## config.mk

```make
export PLATFORM = sky130hd
export DESIGN_NAME = mc_cfg_loader
export DESIGN_NICKNAME = d
export VERILOG_FILES = /design/src/rtl/mc_pkg.sv /design/src/rtl/mc_sync_edge.sv /design/src/rtl/mc_cfg_loader.sv
export SDC_FILE = /design/constraint.sdc
export NUM_CORES = 1
export LEC_CHECK = 0
export ABC_AREA = 0
export BUFFER_PORTS_ARGS = -buffer_cell sky130_fd_sc_hd__buf_2
export CAP_MARGIN = 15
export CORE_MARGIN = 8
export CORE_UTILIZATION = 60
export CTS_CLUSTER_DIAMETER = 200
export DETAILED_ROUTE_END_ITERATION = 7
export HOLD_SLACK_MARGIN = 0.05
export PLACE_DENSITY = 0.84
export REMOVE_ABC_BUFFERS = 1
export SLEW_MARGIN = 20
export SYNTH_ARGS = -nofsm -noshare
export SYNTH_HDL_FRONTEND = slang
export SYNTH_SLANG_ARGS = --single-unit
```

## constraint.sdc

```tcl
create_clock -name clk -period 4 [get_ports clk]
set_clock_uncertainty 0.2 [all_clocks]
set_input_delay 0.8 -clock clk [delete_from_list [all_inputs] [get_ports clk]]
set_output_delay 0.8 -clock clk [all_outputs]
set_load 0.02 [all_outputs]
```

## src/rtl/mc_pkg.sv

```systemverilog
// Shared definitions for the Monte Carlo pi estimator configuration path.
// Holds the frame command codes, the loader state encoding, and the mapping
// from a command to the number of payload nibbles that follow its header.
package mc_pkg;

  localparam logic [3:0] CMD_SEED  = 4'h1;
  localparam logic [3:0] CMD_LIMIT = 4'h2;
  localparam logic [3:0] CMD_BOTH  = 4'h3;
  localparam logic [3:0] CMD_CLR   = 4'hF;

  typedef enum logic [1:0] {
    StIdle,
    StPayload,
    StCheck,
    StCommit
  } cfg_state_e;

  // Payload nibble count for a header; 0 marks a header that opens no frame.
  function automatic logic [2:0] payload_len(input logic [3:0] cmd);
    logic [2:0] len;
    case (cmd)
      CMD_SEED:  len = 3'd2;
      CMD_LIMIT: len = 3'd4;
      CMD_BOTH:  len = 3'd6;
      default:   len = 3'd0;
    endcase
    return len;
  endfunction

endpackage

```

## src/rtl/mc_sync_edge.sv

```systemverilog
// Two-flop synchronizer followed by a registered rising-edge detector.
// Usable for any slow asynchronous pin input.
//
// Ports:
//   clk      system clock
//   rst      asynchronous active-high reset, clears all flops
//   async_in asynchronous input level
//   pulse    one-cycle pulse, high in the third cycle after async_in rises
module mc_sync_edge (
  input  logic clk,
  input  logic rst,
  input  logic async_in,
  output logic pulse
);

  logic s1_q, s2_q, s3_q, pulse_q;

  always_ff @(posedge clk or posedge rst) begin
    if (rst) begin
      s1_q    <= 1'b0;
      s2_q    <= 1'b0;
      s3_q    <= 1'b0;
      pulse_q <= 1'b0;
    end else begin
      s1_q    <= async_in;
      s2_q    <= s1_q;
      s3_q    <= s2_q;
      pulse_q <= s2_q & ~s3_q;
    end
  end

  assign pulse = pulse_q;

endmodule

```

## src/rtl/mc_cfg_loader.sv

```systemverilog
// Host-to-chip configuration writer for the Monte Carlo pi estimator.
// Receives nibble frames (header, LSB-first payload, optional checksum) on a
// host strobe, validates them and commits the LFSR seed and/or sample limit.
//
// Build option: define MC_CFG_CHECKSUM_EN to require a trailing checksum
// nibble (XOR of all preceding nibbles, header included). Without it, the
// commit follows the last payload nibble directly.
//
// Ports:
//   clk    system clock
//   rst    asynchronous active-high reset
//   stb    host strobe, asynchronous; rising edge marks a valid nibble
//   nib    frame nibble, stable around the strobe
//   seed   committed LFSR seed
//   limit  committed sample limit (0 = run forever)
//   load   one-cycle pulse on commit
//   busy   frame in progress
//   err    sticky error, cleared by a valid commit or a CLR command
module mc_cfg_loader
  import mc_pkg::*;
#(
  parameter logic [7:0]  SEED_DEFAULT  = 8'h48,
  parameter logic [15:0] LIMIT_DEFAULT = 16'hFFFF,
  parameter int unsigned TIMEOUT       = 1023
) (
  input  logic        clk,
  input  logic        rst,
  input  logic        stb,
  input  logic [3:0]  nib,
  output logic [7:0]  seed,
  output logic [15:0] limit,
  output logic        load,
  output logic        busy,
  output logic        err
);

  localparam logic [9:0] TO_MAX = TIMEOUT[9:0];

  logic        stb_edge;
  cfg_state_e  state_q;
  logic [3:0]  cmd_q;
  logic [2:0]  cnt_q;
  logic [2:0]  idx_q;
  logic [23:0] stage_q;
  logic [9:0]  to_q;
  logic        pend_q;
  logic [7:0]  seed_q;
  logic [15:0] limit_q;
  logic        load_q;
  logic        err_q;
`ifdef MC_CFG_CHECKSUM_EN
  logic [3:0]  csum_q;
`endif

  logic        hdr_ev;
  logic [23:0] stage_nx;
  logic [23:0] stage_fin;
  logic [7:0]  fin_seed;
  logic [15:0] fin_limit;
  logic        seed_bad;
  logic        fin_go;

  mc_sync_edge u_stb_sync (
    .clk      (clk),
    .rst      (rst),
    .async_in (stb),
    .pulse    (stb_edge)
  );

  // An edge that landed during COMMIT is replayed as a header in IDLE.
  assign hdr_ev = stb_edge | pend_q;

  always_comb begin
    stage_nx = stage_q;
    stage_nx[{idx_q, 2'b00} +: 4] = nib;
`ifdef MC_CFG_CHECKSUM_EN
    stage_fin = stage_q;
    fin_go    = stb_edge && (state_q == StCheck) && (nib == csum_q);
`else
    // Final payload nibble is committed in the same cycle it arrives.
    stage_fin = stage_nx;
    fin_go    = stb_edge && (state_q == StPayload) && (cnt_q == 3'd1);
`endif
    fin_seed  = stage_fin[7:0];
    fin_limit = (cmd_q == CMD_LIMIT) ? stage_fin[15:0] : stage_fin[23:8];
    seed_bad  = ((cmd_q == CMD_SEED) || (cmd_q == CMD_BOTH)) && (fin_seed == 8'h00);
  end

  always_ff @(posedge clk or posedge rst) begin
    if (rst) begin
      state_q <= StIdle;
      cmd_q   <= 4'h0;
      cnt_q   <= 3'd0;
      idx_q   <= 3'd0;
      stage_q <= 24'h0;
      to_q    <= 10'd0;
      pend_q  <= 1'b0;
      seed_q  <= SEED_DEFAULT;
      limit_q <= LIMIT_DEFAULT;
      load_q  <= 1'b0;
      err_q   <= 1'b0;
`ifdef MC_CFG_CHECKSUM_EN
      csum_q  <= 4'h0;
`endif
    end else begin
      load_q <= 1'b0;
      unique case (state_q)
        StIdle: begin
          to_q   <= 10'd0;
          pend_q <= 1'b0;
          if (hdr_ev) begin
            if (nib == CMD_CLR) begin
              err_q <= 1'b0;
            end else if (payload_len(nib) != 3'd0) begin
              state_q <= StPayload;
              cmd_q   <= nib;
              cnt_q   <= payload_len(nib);
              idx_q   <= 3'd0;
              stage_q <= 24'h0;
`ifdef MC_CFG_CHECKSUM_EN
              csum_q  <= nib;
`endif
            end else begin
              err_q <= 1'b1;
            end
          end
        end
        StPayload: begin
          if (stb_edge) begin
            stage_q <= stage_nx;
            idx_q   <= idx_q + 3'd1;
            cnt_q   <= cnt_q - 3'd1;
            to_q    <= 10'd0;
`ifdef MC_CFG_CHECKSUM_EN
            csum_q  <= csum_q ^ nib;
            if (cnt_q == 3'd1) state_q <= StCheck;
`endif
          end else if (to_q == TO_MAX) begin
            err_q   <= 1'b1;
            state_q <= StIdle;
            to_q    <= 10'd0;
          end else begin
            to_q <= to_q + 10'd1;
          end
        end
        StCheck: begin
`ifdef MC_CFG_CHECKSUM_EN
          if (stb_edge) begin
            to_q <= 10'd0;
            if (nib != csum_q) begin
              err_q   <= 1'b1;
              state_q <= StIdle;
            end
          end else if (to_q == TO_MAX) begin
            err_q   <= 1'b1;
            state_q <= StIdle;
            to_q    <= 10'd0;
          end else begin
            to_q <= to_q + 10'd1;
          end
`else
          state_q <= StIdle;
`endif
        end
        StCommit: begin
          state_q <= StIdle;
          to_q    <= 10'd0;
          if (stb_edge) pend_q <= 1'b1;
        end
        default: state_q <= StIdle;
      endcase

      // Frame completion overrides the per-state next state set above.
      if (fin_go) begin
        to_q <= 10'd0;
        if (seed_bad) begin
          err_q   <= 1'b1;
          state_q <= StIdle;
        end else begin
          case (cmd_q)
            CMD_SEED:  seed_q <= fin_seed;
            CMD_LIMIT: limit_q <= fin_limit;
            CMD_BOTH: begin
              seed_q  <= fin_seed;
              limit_q <= fin_limit;
            end
            default: ;
          endcase
          load_q  <= 1'b1;
          err_q   <= 1'b0;
          state_q <= StCommit;
        end
      end
    end
  end

  assign seed  = seed_q;
  assign limit = limit_q;
  assign load  = load_q;
  assign busy  = (state_q != StIdle);
  assign err   = err_q;

endmodule

```

==> results of run 1 <==
layout make-up:
type                    instances  area (µm²)
clock inverters                 7        97.6
flip-flops and latches         77        1950
clock buffers                   9         124
multi-input cells             278        1930
repair buffers                 38         203
well taps                      80         100
fillers                       495        2180
inverters                      17        65.1
cell usage after synthesis (all sizes together) (2+ instances only):
| cell | count | area, µm² |
|---|---|---|
| a21o | 3 | 22.5 |
| a21oi | 4 | 20.0 |
| a22o | 22 | 193 |
| a31oi | 4 | 25.0 |
| a32o | 4 | 40.0 |
| and2 | 3 | 18.8 |
| and3 | 3 | 18.8 |
| buf | 4 | 47.5 |
| clkbuf | 19 | 71.3 |
| dfrtp | 59 | 1480 |
| dfstp | 18 | 473 |
| ha | 12 | 150 |
| inv | 17 | 63.8 |
| mux2 | 17 | 206 |
| mux2i | 16 | 160 |
| nand2 | 46 | 173 |
| nand2b | 8 | 50.1 |
| nand3 | 7 | 35.0 |
| nand4b | 4 | 35.0 |
| nor2 | 31 | 116 |
| nor2b | 6 | 37.5 |
| nor3 | 3 | 15.0 |
| nor3b | 2 | 15.0 |
| nor4 | 3 | 18.8 |
| nor4b | 2 | 23.8 |
| nor4bb | 2 | 20.0 |
| o21ai | 26 | 130 |
| o221ai | 7 | 61.3 |
| o22ai | 6 | 37.5 |
| o31ai | 5 | 37.5 |
| o32ai | 5 | 43.8 |
| or2 | 2 | 12.5 |
| or3 | 10 | 62.6 |
| xnor2 | 2 | 17.5 |
final timing paths:
check | end | slack [ns] | start | cells after the start
setup / recovery | limit[14]$_DFFE_PP1P_ | 0.26 | idx_q[0]$_DFFE_PP0P_ | 9
hold / removal | u_stb_sync.s2_q$_DFF_PP0_ | 0.15 | u_stb_sync.s1_q$_DFF_PP0_ | 0
setup reg to reg | limit[14]$_DFFE_PP1P_ | 0.26 | idx_q[0]$_DFFE_PP0P_ | 9
hold reg to reg | u_stb_sync.s2_q$_DFF_PP0_ | 0.15 | u_stb_sync.s1_q$_DFF_PP0_ | 0
max in group asynchronous | limit[6]$_DFFE_PP1P_ | 2.44 | rst | 3
min in group asynchronous | stage_q[1]$_DFFE_PP0P_ | 0.39 | rst | 2
logic make-up (layout without fill, tap and decap cells):
logic type | Yosys count | in the layout | share of synthesized area
compound gates | 92 | 92 | 0.165
xor+xnor | 2 | 2 | 0.00433
fa+ha+maj | 12 | 12 | 0.0371
buf+inv | 40 | 71 | 0.0451
flops | 77 | 77 | 0.481
mux | 33 | 33 | 0.0905
simple gates | 139 | 139 | 0.176
metal layers:
metal / global-route usage / vias up
li1: - / 1487
met1: 0.232 / 1569
met2: 0.321 / 142
met3: 0.0526 / 26
met4: 0.102 / 0
met5: 0 / -
per-stage QoR:
| step | area (µm²) | utilization |
|---|---|---|
| after floorplan | 3930 | - |
| after global routing | 4470 | 0.672 |
| after CTS | 4460 | 0.671 |
| after detailed placement | 4240 | 0.638 |
| final | 4470 | 0.672 |
| after global placement | 4240 | 0.638 |
power by group through the flow:
stage / registers [mW] / logic (mW) / clock network [mW]
finish: 1.27 / 1.51 / 0.656
global route: 1.30 / 1.66 / 0.699
CTS: 1.26 / 1.50 / 0.668
detailed placement: 1.27 / 1.49 / 0
global placement: 1.26 / 1.43 / 0
floorplan: 1.35 / 0.991 / 0
registers in the layout, indices dropped and copies added (netlist names):
signal	cells
cmd_q	4
cnt_q	3
err	1
idx_q	3
limit	16
load	1
pend_q	1
seed	8
stage_q	24
state_q	2
to_q	10
u_stb_sync.pulse	1
u_stb_sync.s1_q	1
u_stb_sync.s2_q	1
u_stb_sync.s3_q	1
worst reg2reg max path, cell delays in order (launching register included):
cell and delay [ns]:
dfrtp_1 0.56, inv_1 0.13, ha_1 0.25, ha_1 0.35, or4b_4 0.57, or3_1 0.44, a221oi_2 0.36, a211o_1 0.17
buf_4 0.26, mux2_2 0.38
layout by cell type (no fill, tap or decap), drive strengths merged, types with 5 or more instances in the layout:
cell | netlist | final
dfrtp | 59 | 59
nand2 | 46 | 46
buf | 4 | 38
nor2 | 31 | 31
o21ai | 26 | 26
a22o | 22 | 22
dfstp | 18 | 18
inv | 17 | 18
mux2 | 17 | 17
mux2i | 16 | 16
ha | 12 | 12
or3 | 10 | 10
clkbuf | 19 | 9
nand2b | 8 | 8
nand3 | 7 | 7
o221ai | 7 | 7
nor2b | 6 | 6
o22ai | 6 | 6
o32ai | 5 | 5
o31ai | 5 | 5
==> out/qor.csv, run 1 <==
metric;value;unit
status;complete, no violations;
Residual DRC;0;
area grow syn2layout;10.3;%
Peak supply drop;282;µV
gp weighted congestion;0.950;
Final Hold Vio Count;0;
CP endpoint kind;register;
Worst-Skew Late Latency;0.36;ns
mean number of vias per cell;6.37;
f_max;268;MHz
post-detailed-route count of antenna-violating nets;0;
Hold Buf Count CTS;0;
Slew headroom;0.408;
largest net degree at the start of global routing;52;
first-iteration detailed-routing DRC count;222;
Starting Density;0.609;
Worst Tran Pin Value;0.880;ns
Syn. warnings;0;
Core ar.;6640;µm²
Flop pwr share;0.369;
Synth Register Bits;77;
first-pass GRT wire length;15400;µm
fin. max-slew vios;0;
setup TNS;0;ns
Startpoint Class;register;
vias in the first global route;3242;
IO Port Bufs;33;
min Tclk post-route;3.74;ns
total length of routed met3 wires;582;µm
Min-Delay Path Class;reg -> reg;
register area share after synthesis;0.481;
clk sinks;77;
Gate Count Post-Synth;395;
DPL Wire Length;6210;µm
Max Used Layer;met4;
gr usage total;0.196;
ys async rst share;1.00;
DR vias;3224;
Inserted Diodes;0;
Clock power frac;0.191;
Logic pwr share;0.440;
Cell Area, Synth;4050;µm²
final setup fails;0;
WP data required;4.09;ns
fin crit share;0.934;
EDFF count, synth;0;
setup bufs post-CTS;0;
Pint;2.06;mW
Layout Cells excl Fill;506;
Pwr Total;3.43;mW
Primary FF master, synth;dfrtp_1;
total CTS buffers;9;
Yosys cell types;52;
NetSw;1.38;mW
Power Dens Cells;769;nW/µm²
arrival time worst endpoint;3.82;ns
Switching Share;0.401;
# IOs;34;
CTS tree;built;
DRT Pass-1 Iters;5;
worst-path cell chain;inv_1 > ha_1 > ha_1 > or4b_4 > or3_1 > a221oi_2 > a211o_1 > buf_4 > mux2_2;
H-tree depth;3;
Critical Path Most Common Cell;ha_1;
Setup WS pre-CTS;0.344;ns
worst setup path category;reg -> reg;
Root Buffer;clkbuf_8;
placed instance count;490;
met2 WL;4480;µm
Top Family by Delay on Critical Path;simple AND/OR/NAND/NOR gates;
share of layout cells above drive strength 1;0.221;
die area;9630;µm²
Post-Syn Area per Cell;10.3;µm²
DRT Wirelength;9070;µm
initial antenna violation count;0;
CP max-delay cell;or4b_4;
FP Rows;30;
# nets final;440;
Die W;98.1;µm
DR WL/cell;17.9;µm
die extent in y;98.1;µm
DRT met1 WL;3750;µm
worst-case setup margin in the final layout;0.264;ns
Max Cap Viol;0;
RSZ-0062 raised after global routing;no;
worst stage delay on the critical path;0.57;ns
Hold WS;0.153;ns
clk buf depth;2;
CP bufs+invs;2;
P_leak;2.12;nW
Overflow after GRT;0;
crit-path max FO;16;
post-cts gate resize count;0;
Clk pin slew, worst setup/hold paths;0.08;ns
Note: power is estimated with default switching activity, not from simulation.
==> run 2: changes to the inputs <==
--- a/config.mk
+++ b/config.mk
@@ -8,12 +8,13 @@
 export ABC_AREA = 0
 export BUFFER_PORTS_ARGS = -buffer_cell sky130_fd_sc_hd__buf_2
 export CAP_MARGIN = 15
+export CELL_PAD_IN_SITES_DETAIL_PLACEMENT = 1
+export CELL_PAD_IN_SITES_GLOBAL_PLACEMENT = 1
 export CORE_MARGIN = 8
-export CORE_UTILIZATION = 60
-export CTS_CLUSTER_DIAMETER = 200
+export CORE_UTILIZATION = 47
 export DETAILED_ROUTE_END_ITERATION = 7
 export HOLD_SLACK_MARGIN = 0.05
-export PLACE_DENSITY = 0.84
+export PLACE_DENSITY = 0.83
 export REMOVE_ABC_BUFFERS = 1
 export SLEW_MARGIN = 20
 export SYNTH_ARGS = -nofsm -noshare
==> constraint.sdc (replaced) <==
create_clock -name clk -period 3.5 [get_ports clk]
set_clock_uncertainty 0.2 [all_clocks]
set_input_delay 0.7 -clock clk [delete_from_list [all_inputs] [get_ports clk]]
set_output_delay 0.7 -clock clk [all_outputs]
set_load 0.02 [all_outputs]
==> out/qor.csv, run 2 (synthesized netlist as in run 1, its figures left out) <==
metric;value;unit
status;complete, no violations;
Largest register FFs;24;
largest net degree at the start of global routing;45;
Clk pin slew, worst setup/hold paths;0.09;ns
Layout fillers;959;
Root Buffer;clkbuf_8;
met2 global-route usage;0.315;
Peak supply drop;372;µV
# nets final;451;
H-tree depth;3;
Setup WS pre-CTS;0.0905;ns
first-pass GRT wire length;17900;µm
most common cell after layout, fill and taps aside;dfrtp_1;
DRT Wirelength;10700;µm
arrival time worst endpoint;3.47;ns
DRT Pass-1 Iters;4;
most frequent cells in the layout;dfrtp_1 (59), nand2_1 (46), buf_2 (33);
# IOs;34;
Flop pwr share;0.370;
Max Cap Viol;0;
Top reg by flops;stage_q;
Core ar.;8550;µm²
NetSw;1.63;mW
Layout Cells excl Fill;545;
vias in the first global route;3505;
Logic pwr share;0.476;
GRT met3 Usage;0.0272;
RSZ-0062 raised after global routing;no;
Min-Delay Path Class;reg -> reg;
WP data required;3.58;ns
IO Port Bufs;33;
Worst-Skew Late Latency;0.36;ns
fin crit share;0.968;
min Tclk post-route;3.39;ns
gp weighted congestion;0.808;
die extent in y;109;µm
mean number of vias per cell;5.97;
FP Rows;34;
gr usage total;0.193;
Slew headroom;0.493;
CTS tree;built;
Power Dens Cells;854;nW/µm²
clk buf depth;2;
total CTS buffers;9;
DPL Wire Length;7500;µm
fin. max-slew vios;0;
Final Hold Vio Count;0;
crit-path max FO;9;
worst-case setup margin in the final layout;0.111;ns
Pint;2.24;mW
Worst Tran Pin Value;0.759;ns
busiest grt layer;met2;
met1 Resource Use GR;0.251;
Startpoint Class;register;
placed instance count;529;
Residual DRC;0;
Overflow after GRT;0;
worst setup path category;reg -> reg;
P_leak;2.16;nW
clk sinks;77;
final setup fails;0;
DR WL/cell;19.6;µm
die area;11800;µm²
Starting Density;0.474;
Hold Buf Count CTS;0;
setup bufs post-CTS;0;
DR vias;3253;
Die W;109;µm
Clock power frac;0.155;
Switching Share;0.421;
Inserted Diodes;0;
share of layout cells above drive strength 1;0.238;
area grow syn2layout;12.2;%
R2R Setup Slk;0.11;ns
post-cts gate resize count;0;
first-iteration detailed-routing DRC count;151;
CP endpoint kind;register;
post-detailed-route count of antenna-violating nets;0;
initial antenna violation count;0;
f_max;295;MHz
run 2: changes by cell type in the layout (fill, tap and decap cells not counted), moves of 2 or more:
cell / previous run / this run
buf_4: 5 / 15
bufinv_16: 2 / 0
clkinv_4: 0 / 2
inv_6: 2 / 0
run 2: area by class of cell:
class | count | area, µm² | area share
clock inverters | 6 | 40.0 | 0.00882
multi-input cells | 278 | 1930 | 0.425
flip-flops and latches | 77 | 1950 | 0.429
clock buffers | 10 | 128 | 0.0281
inverters | 17 | 63.8 | 0.0140
well taps | 108 | 135 | 0.0298
repair buffers | 49 | 298 | 0.0656
run 2: final timing paths:
check | from | endpoint | cells past startpoint
setup / recovery | idx_q[1]$_DFFE_PP0P_ | limit[14]$_DFFE_PP1P_ | 9
hold / removal | u_stb_sync.s1_q$_DFF_PP0_ | u_stb_sync.s2_q$_DFF_PP0_ | 0
setup reg to reg | idx_q[1]$_DFFE_PP0P_ | limit[14]$_DFFE_PP1P_ | 9
hold reg to reg | u_stb_sync.s1_q$_DFF_PP0_ | u_stb_sync.s2_q$_DFF_PP0_ | 0
max in group asynchronous | rst | seed[3]$_DFFE_PP1P_ | 3
min in group asynchronous | rst | seed[0]$_DFFE_PP0P_ | 2
run 2: power by group through the flow:
stage | clock, mW | sequential [mW] | combinational (mW)
after detailed placement | 0 | 1.45 | 1.82
after CTS | 0.609 | 1.43 | 1.84
after floorplan | 0 | 1.55 | 1.13
final | 0.599 | 1.43 | 1.84
after global routing | 0.650 | 1.47 | 2.02
after global placement | 0 | 1.43 | 1.73
run 2: critical path, stage by stage, from the launching register on:
cell,delay [ns]
dfrtp_1,0.42
inv_1,0.09
ha_1,0.21
ha_1,0.35
or4b_4,0.56
or3_1,0.36
a221oi_2,0.32
a211o_1,0.22
buf_4,0.22
mux2_2,0.35
run 2: metal layers:
metal	wire (µm)	vias to the layer above
met4	136	0
met2	5390	65
met1	4760	1672
li1	-	1504
met3	393	12
met5	0	-
run 2: metrics by stage:
stage	hold slack [ns]	setup TNS, ns	total power, mW	util	instance area, µm²
after floorplan	0.131	-0.576	2.68	-	3930
after detailed placement	0.156	0	3.26	0.511	4370
final	0.164	0	3.88	0.531	4540
after global routing	0.174	0	4.14	0.531	4540
after CTS	0.173	0	3.88	0.531	4540
after global placement	0.147	0	3.15	0.511	4370
==> run 3: changes to the inputs <==
--- a/config.mk
+++ b/config.mk
@@ -11,10 +11,10 @@
 export CELL_PAD_IN_SITES_DETAIL_PLACEMENT = 1
 export CELL_PAD_IN_SITES_GLOBAL_PLACEMENT = 1
 export CORE_MARGIN = 8
-export CORE_UTILIZATION = 47
+export CORE_UTILIZATION = 45
 export DETAILED_ROUTE_END_ITERATION = 7
 export HOLD_SLACK_MARGIN = 0.05
-export PLACE_DENSITY = 0.83
+export PLACE_DENSITY_LB_ADDON = 0.1
 export REMOVE_ABC_BUFFERS = 1
 export SLEW_MARGIN = 20
 export SYNTH_ARGS = -nofsm -noshare
==> out/qor.csv, run 3 (synthesized netlist as in run 1, its figures left out) <==
metric;value;unit
status;complete, no violations;
Worst Tran Pin Value;0.564;ns
# nets final;450;
CP bufs+invs;2;
min Tclk post-route;3.38;ns
clk buf depth;2;
Worst-Skew Late Latency;0.35;ns
Core ar.;8720;µm²
IO Port Bufs;33;
Peak supply drop;316;µV
post-detailed-route count of antenna-violating nets;0;
met1 Resource Use GR;0.220;
placed instance count;528;
GRT met3 Usage;0.0379;
Inserted Diodes;0;
worst stage delay on the critical path;0.57;ns
arrival time worst endpoint;3.46;ns
Startpoint Class;register;
fin. max-slew vios;0;
WP data required;3.58;ns
DRT Wirelength;10200;µm
area grow syn2layout;14.2;%
worst-path cell chain;inv_1 > ha_1 > ha_1 > or4b_4 > or3_1 > a221oi_4 > a211o_1 > buf_6 > mux2_2;
most frequent cells in the layout;dfrtp_1 (58), nand2_1 (46), buf_2 (33);
Pwr Total;4.10;mW
Largest register FFs;24;
Layout Cells excl Fill;544;
clk sinks;77;
initial antenna violation count;0;
Max Cap Viol;0;
Multi-input gate area;1940;µm²
die area;12300;µm²
Min-Delay Path Class;reg -> reg;
die extent in y;111;µm
RSZ-0062 raised after global routing;no;
Critical Path Most Common Cell;ha_1;
worst setup path category;reg -> reg;
FF+latch area;1950;µm²
Clk pin slew, worst setup/hold paths;0.08;ns
DPL Wire Length;7020;µm
fin crit share;0.966;
vias in the first global route;3302;
FP Rows;34;
CP max-delay cell;or4b_4;
Overflow after GRT;0;
post-cts gate resize count;1;
Top reg by flops;stage_q;
Die W;111;µm
total CTS buffers;9;
Final Hold Vio Count;0;
busiest grt layer;met2;
fin util;0.530;
Hold WS;0.164;ns
Hold Buf Count CTS;0;
setup bufs post-CTS;0;
Slew headroom;0.619;
crit-path max FO;12;
DR vias;3167;
first-pass GRT wire length;17000;µm
first-iteration detailed-routing DRC count;133;
Starting Density;0.464;
# IOs;34;
final setup fails;0;
mean number of vias per cell;5.82;
Top Family by Delay on Critical Path;simple AND/OR/NAND/NOR gates;
setup TNS;0;ns
Layout fillers;974;
share of layout cells above drive strength 1;0.236;
CP endpoint kind;register;
gr usage total;0.168;
most common cell after layout, fill and taps aside;dfrtp_1;
DR WL/cell;18.8;µm
largest net degree at the start of global routing;78;
DRT Pass-1 Iters;4;
H-tree depth;3;
Residual DRC;0;
CTS tree;built;
Power Dens Cells;887;nW/µm²
met2 global-route usage;0.266;
gp weighted congestion;0.807;
f_max;296;MHz
P_leak;2.19;nW
Root Buffer;clkbuf_8;
## run 3: cell types whose count changed in the layout (fill, tap and decap cells not counted)
cell,delta
dfrtp_1,-1
buf_6,+1
buf_4,-2
clkinvlp_4,-1
dfrtp_2,+1
clkinv_2,-2
clkbuf_8,+1
a221oi_4,+1
bufinv_16,+3
clkinv_4,-2
a221oi_2,-1
clkbuf_1,+1
## run 3: area by class of cell
type                    count  area share
flip-flops and latches     77       0.422
multi-input cells         278       0.419
repair buffers             48      0.0636
clock buffers              12      0.0314
well taps                 108      0.0292
clock inverters             4      0.0206
inverters                  17      0.0138
## run 3: power breakdown
part / switching [mW] / internal [mW]
registers: 0.207 / 1.22
clock network: 0.330 / 0.493
logic: 1.06 / 0.789
total: 1.60 / 2.50
## run 3: worst register-to-register path: cells and delay by family, from the launching register on
kind / cells / cell delay, ns
mux: 1 / 0.36
compound gates: 2 / 0.56
flops: 1 / 0.42
fa+ha+maj: 2 / 0.54
simple gates: 2 / 0.96
buf+inv: 2 / 0.28
## run 3: final timing paths
kind / start / to / cells after the start / slack, ns
hold / removal: u_stb_sync.s1_q$_DFF_PP0_ / u_stb_sync.s2_q$_DFF_PP0_ / 0 / 0.16
max in group asynchronous: rst / limit[12]$_DFFE_PP1P_ / 3 / 2.51
setup reg to reg: idx_q[1]$_DFFE_PP0P_ / limit[10]$_DFFE_PP1P_ / 9 / 0.12
hold reg to reg: u_stb_sync.s1_q$_DFF_PP0_ / u_stb_sync.s2_q$_DFF_PP0_ / 0 / 0.16
min in group asynchronous: rst / stage_q[3]$_DFFE_PP0P_ / 3 / 0.19
setup / recovery: idx_q[1]$_DFFE_PP0P_ / limit[10]$_DFFE_PP1P_ / 9 / 0.12
## run 3: stage by stage
step                setup slack [ns]  cell area, µm²
detailed placement           0.00749            4360
global route                  0.0182            4620
CTS                           0.0474            4610
finish                         0.120            4620
floorplan                    -0.0806            3930
global placement               0.153            4360
## run 3: metal layers
layer  vias to the layer above  wire, µm  share of wire
met2                        61      4900           0.48
met3                        16       408          0.040
met1                      1589      4740           0.46
met4                         0       197          0.019
li1                       1501         -              -
met5                         -         0              0
